**src/rtl/alu_pkg.sv**
```systemverilog
// Shared opcode encodings and controller state type for the multicycle ALU.
package alu_pkg;

    localparam logic [3:0] OP_AND    = 4'd0;
    localparam logic [3:0] OP_OR     = 4'd1;
    localparam logic [3:0] OP_NEGATE = 4'd2;
    localparam logic [3:0] OP_NOT    = 4'd3;
    localparam logic [3:0] OP_ADD    = 4'd4;
    localparam logic [3:0] OP_SUB    = 4'd5;
    localparam logic [3:0] OP_MUL    = 4'd6;
    localparam logic [3:0] OP_DIV    = 4'd7;
    localparam logic [3:0] OP_SHR    = 4'd8;
    localparam logic [3:0] OP_SHRA   = 4'd9;
    localparam logic [3:0] OP_SHL    = 4'd10;
    localparam logic [3:0] OP_ROR    = 4'd11;
    localparam logic [3:0] OP_ROL    = 4'd12;

    // EXEC keeps its encoding slot; single-cycle ops resolve on the accepting
    // edge and go straight to DONE so that busy never rises for them.
    typedef enum logic [2:0] {
        IDLE    = 3'd0,
        EXEC    = 3'd1,
        MUL_IT  = 3'd2,
        DIV_IT  = 3'd3,
        DIV_FIX = 3'd4,
        DONE    = 3'd5
    } alu_state_t;

    function automatic logic is_illegal_op(input logic [3:0] opcode);
        return opcode > OP_ROL;
    endfunction

endpackage

```
**src/rtl/nr_divider_seq.sv**
```systemverilog
// Iterative signed non-restoring divider: one quotient bit per step, then a
// combinational remainder correction and sign fixup read out in DIV_FIX.
module nr_divider_seq #(
    parameter int WIDTH = 32
) (
    input  logic             clk_i,
    input  logic             rst_i,
    input  logic             load_i,
    input  logic             step_i,
    input  logic [WIDTH-1:0] dividend_i,
    input  logic [WIDTH-1:0] divisor_i,
    output logic [WIDTH-1:0] quotient_o,
    output logic [WIDTH-1:0] remainder_o,
    output logic             div_by_zero_o
);

    logic [WIDTH+1:0] rem_q, rem_d;
    logic [WIDTH-1:0] quo_q, quo_d;
    logic [WIDTH-1:0] dsr_q, dsr_d;
    logic [WIDTH-1:0] dvd_q, dvd_d;
    logic             negq_q, negq_d;
    logic             negr_q, negr_d;
    logic             dz_q, dz_d;

    logic [WIDTH-1:0] a_mag, b_mag;
    logic [WIDTH+1:0] dsr_ext, shifted, rem_fix;
    logic [WIDTH-1:0] quo_mag, rem_mag;

    always_comb begin
        a_mag   = dividend_i[WIDTH-1] ? -dividend_i : dividend_i;
        b_mag   = divisor_i[WIDTH-1]  ? -divisor_i  : divisor_i;
        dsr_ext = {2'b00, dsr_q};
        // Quotient register doubles as the dividend shifter feeding the remainder.
        shifted = {rem_q[WIDTH:0], quo_q[WIDTH-1]};

        rem_d  = rem_q;
        quo_d  = quo_q;
        dsr_d  = dsr_q;
        dvd_d  = dvd_q;
        negq_d = negq_q;
        negr_d = negr_q;
        dz_d   = dz_q;

        if (load_i) begin
            rem_d  = '0;
            quo_d  = a_mag;
            dsr_d  = b_mag;
            dvd_d  = dividend_i;
            negq_d = dividend_i[WIDTH-1] ^ divisor_i[WIDTH-1];
            negr_d = dividend_i[WIDTH-1];
            dz_d   = (divisor_i == '0);
        end else if (step_i) begin
            rem_d = rem_q[WIDTH+1] ? shifted + dsr_ext : shifted - dsr_ext;
            quo_d = {quo_q[WIDTH-2:0], ~rem_d[WIDTH+1]};
        end
    end

    always_comb begin
        rem_fix = rem_q[WIDTH+1] ? rem_q + dsr_ext : rem_q;
        quo_mag = quo_q;
        rem_mag = rem_fix[WIDTH-1:0];
        if (dz_q) begin
            quotient_o  = '1;
            remainder_o = dvd_q;
        end else begin
            quotient_o  = negq_q ? -quo_mag : quo_mag;
            remainder_o = negr_q ? -rem_mag : rem_mag;
        end
        div_by_zero_o = dz_q;
    end

    always_ff @(posedge clk_i) begin
        if (rst_i) begin
            rem_q  <= '0;
            quo_q  <= '0;
            dsr_q  <= '0;
            dvd_q  <= '0;
            negq_q <= 1'b0;
            negr_q <= 1'b0;
            dz_q   <= 1'b0;
        end else begin
            rem_q  <= rem_d;
            quo_q  <= quo_d;
            dsr_q  <= dsr_d;
            dvd_q  <= dvd_d;
            negq_q <= negq_d;
            negr_q <= negr_d;
            dz_q   <= dz_d;
        end
    end

endmodule

```
**src/rtl/multicycle_alu.sv**
```systemverilog
// Multicycle ALU: single-cycle logic/arith/shift ops, iterative Booth multiply
// and a non-restoring divide, with a one-cycle done pulse and held result.
module multicycle_alu
    import alu_pkg::*;
#(
    parameter int WIDTH = 32,
    parameter int SHW   = $clog2(WIDTH)
) (
    input  logic               clock,
    input  logic               clear,
    input  logic               start,
    input  logic [3:0]         op,
    input  logic [WIDTH-1:0]   A,
    input  logic [WIDTH-1:0]   B,
    output logic               busy,
    output logic               done,
    output logic [2*WIDTH-1:0] C,
    output logic               div_by_zero,
    output logic               illegal_op
);

    localparam int CNTW = $clog2(WIDTH) + 1;

    alu_state_t         state_q, state_d;
    logic [CNTW-1:0]    cnt_q, cnt_d;
    logic [2*WIDTH-1:0] c_q, c_d;
    logic               dz_q, dz_d;
    logic               ill_q, ill_d;
    logic [WIDTH-1:0]   m_q, m_d;
    logic [WIDTH:0]     acc_q, acc_d;
    logic [WIDTH-1:0]   mq_q, mq_d;
    logic               qm1_q, qm1_d;

    logic               accept;
    logic               div_load, div_step;
    logic [WIDTH-1:0]   div_quo, div_rem;
    logic               div_dz;

    logic [SHW-1:0]     amt;
    logic [2*WIDTH-1:0] rot_r, rot_l;
    logic [WIDTH-1:0]   simple_lo;

    logic [WIDTH:0]     m_ext, booth_sum, booth_acc;
    logic [WIDTH-1:0]   booth_mq;

    always_comb begin
        amt   = B[SHW-1:0];
        rot_r = {A, A} >> amt;
        rot_l = {A, A} << amt;
        case (op)
            OP_AND:    simple_lo = A & B;
            OP_OR:     simple_lo = A | B;
            OP_NEGATE: simple_lo = -A;
            OP_NOT:    simple_lo = ~A;
            OP_ADD:    simple_lo = A + B;
            OP_SUB:    simple_lo = A - B;
            OP_SHR:    simple_lo = A >> amt;
            OP_SHRA:   simple_lo = $signed(A) >>> amt;
            OP_SHL:    simple_lo = A << amt;
            OP_ROR:    simple_lo = rot_r[WIDTH-1:0];
            OP_ROL:    simple_lo = rot_l[2*WIDTH-1:WIDTH];
            default:   simple_lo = '0;
        endcase
    end

    // Radix-2 Booth step on {acc, multiplier, q-1}; acc carries one guard bit.
    always_comb begin
        m_ext = {m_q[WIDTH-1], m_q};
        case ({mq_q[0], qm1_q})
            2'b01:   booth_sum = acc_q + m_ext;
            2'b10:   booth_sum = acc_q - m_ext;
            default: booth_sum = acc_q;
        endcase
        booth_acc = {booth_sum[WIDTH], booth_sum[WIDTH:1]};
        booth_mq  = {booth_sum[0], mq_q[WIDTH-1:1]};
    end

    always_comb begin
        accept   = start && ((state_q == IDLE) || (state_q == DONE));
        div_load = accept && (op == OP_DIV);
        div_step = (state_q == DIV_IT);

        state_d = state_q;
        cnt_d   = cnt_q;
        c_d     = c_q;
        dz_d    = dz_q;
        ill_d   = ill_q;
        m_d     = m_q;
        acc_d   = acc_q;
        mq_d    = mq_q;
        qm1_d   = qm1_q;

        case (state_q)
            IDLE, DONE: begin
                state_d = IDLE;
                if (accept) begin
                    if (op == OP_MUL) begin
                        m_d     = A;
                        acc_d   = '0;
                        mq_d    = B;
                        qm1_d   = 1'b0;
                        cnt_d   = CNTW'(WIDTH - 1);
                        state_d = MUL_IT;
                    end else if (op == OP_DIV) begin
                        cnt_d   = CNTW'(WIDTH - 1);
                        state_d = DIV_IT;
                    end else if (is_illegal_op(op)) begin
                        c_d     = '0;
                        dz_d    = 1'b0;
                        ill_d   = 1'b1;
                        state_d = DONE;
                    end else begin
                        c_d     = {{WIDTH{1'b0}}, simple_lo};
                        dz_d    = 1'b0;
                        ill_d   = 1'b0;
                        state_d = DONE;
                    end
                end
            end
            MUL_IT: begin
                acc_d = booth_acc;
                mq_d  = booth_mq;
                qm1_d = mq_q[0];
                cnt_d = cnt_q - 1'b1;
                if (cnt_q == '0) begin
                    c_d     = {booth_acc[WIDTH-1:0], booth_mq};
                    dz_d    = 1'b0;
                    ill_d   = 1'b0;
                    state_d = DONE;
                end
            end
            DIV_IT: begin
                cnt_d = cnt_q - 1'b1;
                if (cnt_q == '0) begin
                    state_d = DIV_FIX;
                end
            end
            DIV_FIX: begin
                c_d     = {div_rem, div_quo};
                dz_d    = div_dz;
                ill_d   = 1'b0;
                state_d = DONE;
            end
            default: state_d = IDLE;
        endcase
    end

    always_ff @(posedge clock) begin
        if (clear) begin
            state_q <= IDLE;
            cnt_q   <= '0;
            c_q     <= '0;
            dz_q    <= 1'b0;
            ill_q   <= 1'b0;
            m_q     <= '0;
            acc_q   <= '0;
            mq_q    <= '0;
            qm1_q   <= 1'b0;
        end else begin
            state_q <= state_d;
            cnt_q   <= cnt_d;
            c_q     <= c_d;
            dz_q    <= dz_d;
            ill_q   <= ill_d;
            m_q     <= m_d;
            acc_q   <= acc_d;
            mq_q    <= mq_d;
            qm1_q   <= qm1_d;
        end
    end

    nr_divider_seq #(
        .WIDTH(WIDTH)
    ) u_div (
        .clk_i        (clock),
        .rst_i        (clear),
        .load_i       (div_load),
        .step_i       (div_step),
        .dividend_i   (A),
        .divisor_i    (B),
        .quotient_o   (div_quo),
        .remainder_o  (div_rem),
        .div_by_zero_o(div_dz)
    );

    assign busy        = (state_q == MUL_IT) || (state_q == DIV_IT) || (state_q == DIV_FIX);
    assign done        = (state_q == DONE);
    assign C           = c_q;
    assign div_by_zero = dz_q;
    assign illegal_op  = ill_q;

endmodule

```
**config.mk**
```make
export PLATFORM = sky130hd
export DESIGN_NAME = multicycle_alu
export DESIGN_NICKNAME = d
export VERILOG_FILES = /design/src/rtl/alu_pkg.sv /design/src/rtl/nr_divider_seq.sv /design/src/rtl/multicycle_alu.sv
export SDC_FILE = /design/constraint.sdc
export NUM_CORES = 2
export LEC_CHECK = 0
export BUFFER_PORTS_ARGS = -buffer_cell sky130_fd_sc_hd__buf_2
export CAP_MARGIN = 20
export CORE_AREA = 2 2 291 264
export DETAILED_ROUTE_END_ITERATION = 10
export DIE_AREA = 0 0 293 266
export GPL_ROUTABILITY_DRIVEN = 0
export SYNTH_ARGS = -nofsm -noshare
export SYNTH_HDL_FRONTEND = slang
export SYNTH_SLANG_ARGS = --single-unit
```
**constraint.sdc**
```tcl
create_clock -name clock -period 12.6 [get_ports clock]
set_input_delay 2.52 -clock clock [delete_from_list [all_inputs] [get_ports clock]]
set_output_delay 2.52 -clock clock [all_outputs]
set_load 0.01 [all_outputs]
```
* Yosys cells after proc, flatten, opt, wreduce, memory -nomap -nowiden
Index checks and enable logic that the tools add are counted.
Operators by class: add/subtract/negate cells 12, multipliers 0, divide/modulo/power cells 0, $lt $le $gt $ge 1, eq/ne operators 25, shift operators 5, multiplexer cells 47, bitwise logic cells 5, reduce and logical (&&, ||, !) cells 21
Operator list (number):
- 32-bit two-way mux | 12
- 32-bit case mux with 11 select lines | 1
- 64-bit two-way mux | 4
- 64-bit case mux with 3 select lines | 1
- 33-bit case mux with 2 select lines | 2
- 32-bit negation | 4
- 33-bit two-way mux | 2
- 32-bit adder | 2
- 32-bit case mux with 2 select lines | 1
- 64-bit by 5-bit << shifter with 64-bit output | 1
- 64-bit by 5-bit right shift with 32-bit output | 1
- 34-bit by 32-bit adder with 34-bit output | 1
- 34-bit two-way mux | 1
- 34-bit by 32-bit subtractor with 34-bit output | 1
- 33-bit adder | 1
- 33-bit subtractor | 1
- 32-bit bitwise AND | 1
- 32-bit logical NOT | 1
- 32-bit inverter | 1
- 32-bit bitwise OR | 1
- 32-bit by 5-bit << shifter with 32-bit output | 1
- 32-bit by 5-bit right shift with 32-bit output | 1
- 32-bit by 5-bit >>> shifter with 32-bit output | 1
- 32-bit subtractor | 1
- other kinds (33) | 72
Storage, ports and cells: register bits 306, bits in latches 0, RAM bits 0, memory bits (read-only) 0, input port bits 71, output and inout port bits 68, logic and storage cells 132, memories 0

* Depth between registers and ports, before layout
depth after elaboration 7, gate-level depth with buffers 26

* Modules after synthesis
From an unflattened synthesis, not the netlist that was laid out.
Second synthesis, totals: cells, all modules 4227, area total of the unflattened synthesis 30843.3 um^2
Modules (own cells, without submodules):
- multicycle_alu | instances 1, cells an instance 2563, area each 18273.8 um^2, seq. area each 3443.3 um^2
- nr_divider_seq | instances 1, cells an instance 1664, area each 12569.6 um^2, seq. area each 2642.5 um^2

* Worst setup path after synthesis
OpenSTA, ideal clock, no wires.
kind in2reg, start point in B[0], end point reg c_q[31], in the netlist C[31], arrival time 8138 ps, required time 12543 ps, slack 4405 ps, stages 25, path buffers 3, cells stage by stage buf_6 buf_1 inv_2 clkbuf_1 ha_1 nand3_2 or3_4 or3_1 or3_4 or2_1 or3_1 or3_1 nand2_1 xor2_1 ha_1 a21o_1 a21o_1 a21oi_1 o21ai_0 a2111oi_0 a22oi_1 o22ai_1 o22ai_1 o211ai_1 a31o_2
On the way: word-level cells in the longest chain between the ends 7, elaborated cells between the ends (all ways) 13
RTL lines:
- start: declaration | line multicycle_alu.sv:14 | input logic [WIDTH-1:0] B,
- 32-bit subtractor (tied with other cells) | line multicycle_alu.sv:56 | OP_SUB: simple_lo = A - B;
- 32-bit case mux with 11 select lines (*) | line multicycle_alu.sv:50 | case (op)
- 32-bit two-way mux (*) | line multicycle_alu.sv:107 | end else if (is_illegal_op(op)) begin
- 64-bit two-way mux (*) | line multicycle_alu.sv:104 | end else if (op == OP_DIV) begin
- 64-bit two-way mux (*) | line multicycle_alu.sv:97 | if (op == OP_MUL) begin
- 64-bit two-way mux (*) | line multicycle_alu.sv:96 | if (accept) begin
- 64-bit case mux with 3 select lines (*) | line multicycle_alu.sv:93 | case (state_q)
- end signal: assignment | line multicycle_alu.sv:152 | c_q <= '0;
- end signal: assignment | line multicycle_alu.sv:162 | c_q <= c_d;
- end: declaration | line multicycle_alu.sv:26 | logic [2*WIDTH-1:0] c_q, c_d;
Every way passes the cells marked *; elsewhere a longest branch is shown, timed or not. The select of a mux whose other input is x is not followed. A chain may end at the register's enable or synchronous reset.

* Final worst setup path
start point in B[0], end point reg c_q[30], in the netlist C[30]
Same word-level chain as after synthesis.

==> results.sh <==
export IMPL_worst_pin_slew_ns=1.38
export IMPL_setup_violations=0
export IMPL_stdcell_area_um2=32200
export IMPL_drtAntennaViolNets=0
export IMPL_slew_violations=0
export IMPL_dieArea_um2=77900
export IMPL_cts_num_sinks=304
export IMPL_netlist_top_cells_area="dfxtp_1 (20%), nand2_1 (8.3%), a21oi_1 (6.5%)"
export IMPL_area_delta_synth_final_pct=8.23
export IMPL_final_nets=4313
export IMPL_root_buffer="clkbuf_16"
export IMPL_initial_core_util_pct=39.5
export IMPL_fin_util_pct=42.8
export IMPL_ys_flop_type="dfxtp_1"
export IMPL_dp_hpwl_um=89100
export IMPL_drc=0
export IMPL_grt_max_degree=112
export IMPL_rr_worst_depth=17
export IMPL_fp_dieW_um=293
export IMPL_status="completed"
export IMPL_met3_length_um=14200
export IMPL_p_sw_share_pct=39.2
export IMPL_internal_power_mw=2.16
export IMPL_critPathRequiredTime_ns=13.03
export IMPL_crit_type="in -> reg"
export IMPL_htreeDepth=2
export IMPL_fillers=7731
export IMPL_ys_seq_area_share_pct=20.4
export IMPL_finalCritPeriodShare_pct=63.7
export IMPL_p_leak_nw=12.3
export IMPL_hold_path_class="reg -> reg"
export IMPL_grt_use_total_pct=30.2
export IMPL_whs_ns=0.452
export IMPL_start_kind="input port"
export IMPL_vias=31900
export IMPL_worstPathMaxFanout=25
export IMPL_yosys_area_top_type="dfxtp_1"
export IMPL_reg2reg_slack_ns=6.87
export IMPL_syn_nets=4415
export IMPL_r2r_start="m_q[7]"
export IMPL_synth_top_cell_area_share_pct=20.4
export IMPL_cp_startpoint="B[0]"
export IMPL_clockBufferDepth=3
export IMPL_port_buffers=138
export IMPL_rows=96
export IMPL_drive_above_1_share_pct=9.10
export IMPL_power_frac_seq_pct=30.7
export IMPL_fin_worst_skew_ns=0.0180
export IMPL_power_switching_mw=1.40
export IMPL_antenna_found_initial=4
export IMPL_seq_area_um2=6090
export IMPL_synthArstFlopShare_pct=0
export IMPL_synthesis_area_um2=29800
export IMPL_firstDrtPassIters=9
export IMPL_drv_cap=0
export IMPL_end_kind="register"
export IMPL_vias_per_cell=6.25
export IMPL_post_dp_cell_area_um2=30900
export IMPL_dr_max_layer_used="met5"
export IMPL_cts_tree="built"
export IMPL_initialDrtViolationCount=4097
export IMPL_synth_distinct_cells=92
export IMPL_postCtsSetupRepairBufs=0
export IMPL_fmax_mhz=125
export IMPL_min_period_ns=8.03
export IMPL_arrival_ns=8.45
export IMPL_endpoint="C[30]"
export IMPL_wl_met1_um=50200
export IMPL_slew_limit_headroom_pct=7.93
export IMPL_die_h_um=266
export IMPL_setup_tns_final_ns=0
export IMPL_overflow=0
export IMPL_ir_worst_vdd_uv=89.7
export IMPL_comb_power_share_pct=37.1
export IMPL_core_um2=75300
export IMPL_ys_warn_count=0
export IMPL_avgSynthCellArea_um2=7.09
export IMPL_first_global_vias=28400
export IMPL_ioPinCount=139
export IMPL_clkTransAtPathRegs_ns=0.06
export IMPL_synth_edf_count=0
export IMPL_rsz0062_at_grt="no"
export IMPL_multiInputGateArea_um2=22200
export IMPL_cts_resized=0
export IMPL_routed_wl_um=123000
export IMPL_grt_pass1_wl_um=181000
export IMPL_power_frac_clock_pct=32.2
export IMPL_power_density_nw_per_um2=110
export IMPL_postCtsHoldBufs=0
export IMPL_post_drt_wl_per_cell_um=24.1
export IMPL_cts_buffers=38
export IMPL_clock_latency_ns=0.57
export IMPL_finalHoldViolations=0
export IMPL_synthCells=4197
export IMPL_dr_wl_met2_um=51500
export IMPL_r2r_end="C[63]"
export IMPL_ys_ff_latch=304
worst min-delay path by stage:
stage,startpoint,to,slack [ns],cells after the start
after CTS,u_div.dvd_q[22],u_div.dvd_q[22],0.45,2
after global placement,u_div.dvd_q[22],u_div.dvd_q[22],0.44,2
after global routing,u_div.dvd_q[16],u_div.dvd_q[16],0.47,2
after floorplan,u_div.dvd_q[14],u_div.dvd_q[14],0.43,2
after detailed placement,u_div.dvd_q[22],u_div.dvd_q[22],0.44,2
final,u_div.dvd_q[22],u_div.dvd_q[22],0.45,2
registers in the layout, indices dropped and copies added, names as in the netlist, 3 cells and up:
register	cells
C	64
acc_q	32
cnt_q	6
m_q	32
mq_q	32
state_q	3
u_div.dsr_q	32
u_div.dvd_q	31
u_div.quo_mag	32
u_div.rem_q	34
layout make-up:
| type | instances | share of cell area [%] |
|---|---|---|
| Timing Repair Buffer | 185 | 3.49 |
| Tap cell | 980 | 3.80 |
| Sequential cell | 304 | 18.9 |
| Inverter | 69 | 0.815 |
| Multi-Input combinational cell | 3497 | 69.0 |
| Clock buffer | 53 | 3.47 |
| Clock inverter | 15 | 0.512 |
| Antenna cell | 3 | 0.0233 |
cell usage after synthesis (all sizes together) (14+ instances only):
cell,n
nand2,662
a21o,47
a211oi,81
xnor2,174
nor2,477
a31oi,37
xor2,126
inv,62
nand3,58
o21bai,18
nor2b,31
ha,143
or2,15
mux2,20
o22ai,27
mux2i,78
a21oi,387
buf,46
a22oi,20
o31ai,44
o2111ai,14
and2,20
nor4,29
or4,17
o21a,41
o21ai,285
a221oi,29
nand2b,45
or3,60
a311oi,92
clkbuf,281
dfxtp,304
mux4,46
o221ai,19
nand4,27
o211ai,52
maj3,16
nor3,103
power by group through the flow:
stage	combinational (mW)	sequential, mW	clock (mW)
floorplan	0.886	1.10	0
global placement	1.27	1.11	0
detailed placement	1.28	1.11	0
CTS	1.28	1.09	1.16
global route	1.42	1.10	1.20
finish	1.32	1.09	1.15
cells by family (layout without fill, tap and decap cells):
logic type | Yosys count | count (layout) | synth area share [%]
and+or+nand+nor | 1587 | 1587 | 23.6
buffers and inverters | 396 | 322 | 5.11
adders and majority gates | 163 | 163 | 6.82
AOI/OAI and AO/OA | 1303 | 1303 | 28.3
DFF | 304 | 304 | 20.4
xor gates and xnor gates | 300 | 300 | 8.82
other | 0 | 3 | 0
muxes | 144 | 144 | 6.86
through the flow:
step           std cells  worst slack, ns  power (mW)
3_5_place_dp        5032             4.14        2.39
5_1_grt             5103             4.31        3.72
3_3_place_gp        5031             4.30        2.38
6_report            5106             4.57        3.56
4_1_cts             5100             4.73        3.54
2_1_floorplan       4197             4.40        1.98
routing by layer:
metal / up-vias / GRT usage, %
met5: - / 0
li1: 15100 / -
met3: 369 / 8.34
met1: 14800 / 40.0
met4: 4 / 15.4
met2: 1727 / 45.0
worst max-delay path, cell delays in order:
cell	delay, ns
buf_4	0.24
inv_2	0.42
ha_1	0.31
nand3_2	0.13
or3_4	0.41
or3_1	0.36
or3_4	0.38
or2_1	0.26
or3_1	0.37
or3_1	0.35
nand2_1	0.09
xor2_1	0.17
ha_1	0.32
a21o_1	0.22
a21o_1	0.17
a21oi_1	0.26
o21ai_0	0.20
a31oi_1	0.18
o21ai_0	0.23
mux2i_1	0.27
o221ai_1	0.16
a221oi_1	0.33
nor3_1	0.08
cell usage in the layout (no fill, tap or decap), types with 46 or more instances in the layout:
master    count
or3_1        54
ha_1        143
a21o_1       47
inv_1        60
o21ai_0     282
buf_4        46
xor2_1      126
nor2_1      476
mux4_2       46
nor3_1      100
a211oi_1     79
nand3_1      57
a311oi_1     92
dfxtp_1     303
o211ai_1     52
nand2_1     659
xnor2_1     174
mux2i_1      78
buf_2       134
a21oi_1     386
Power figures use the tool's default switching activity.
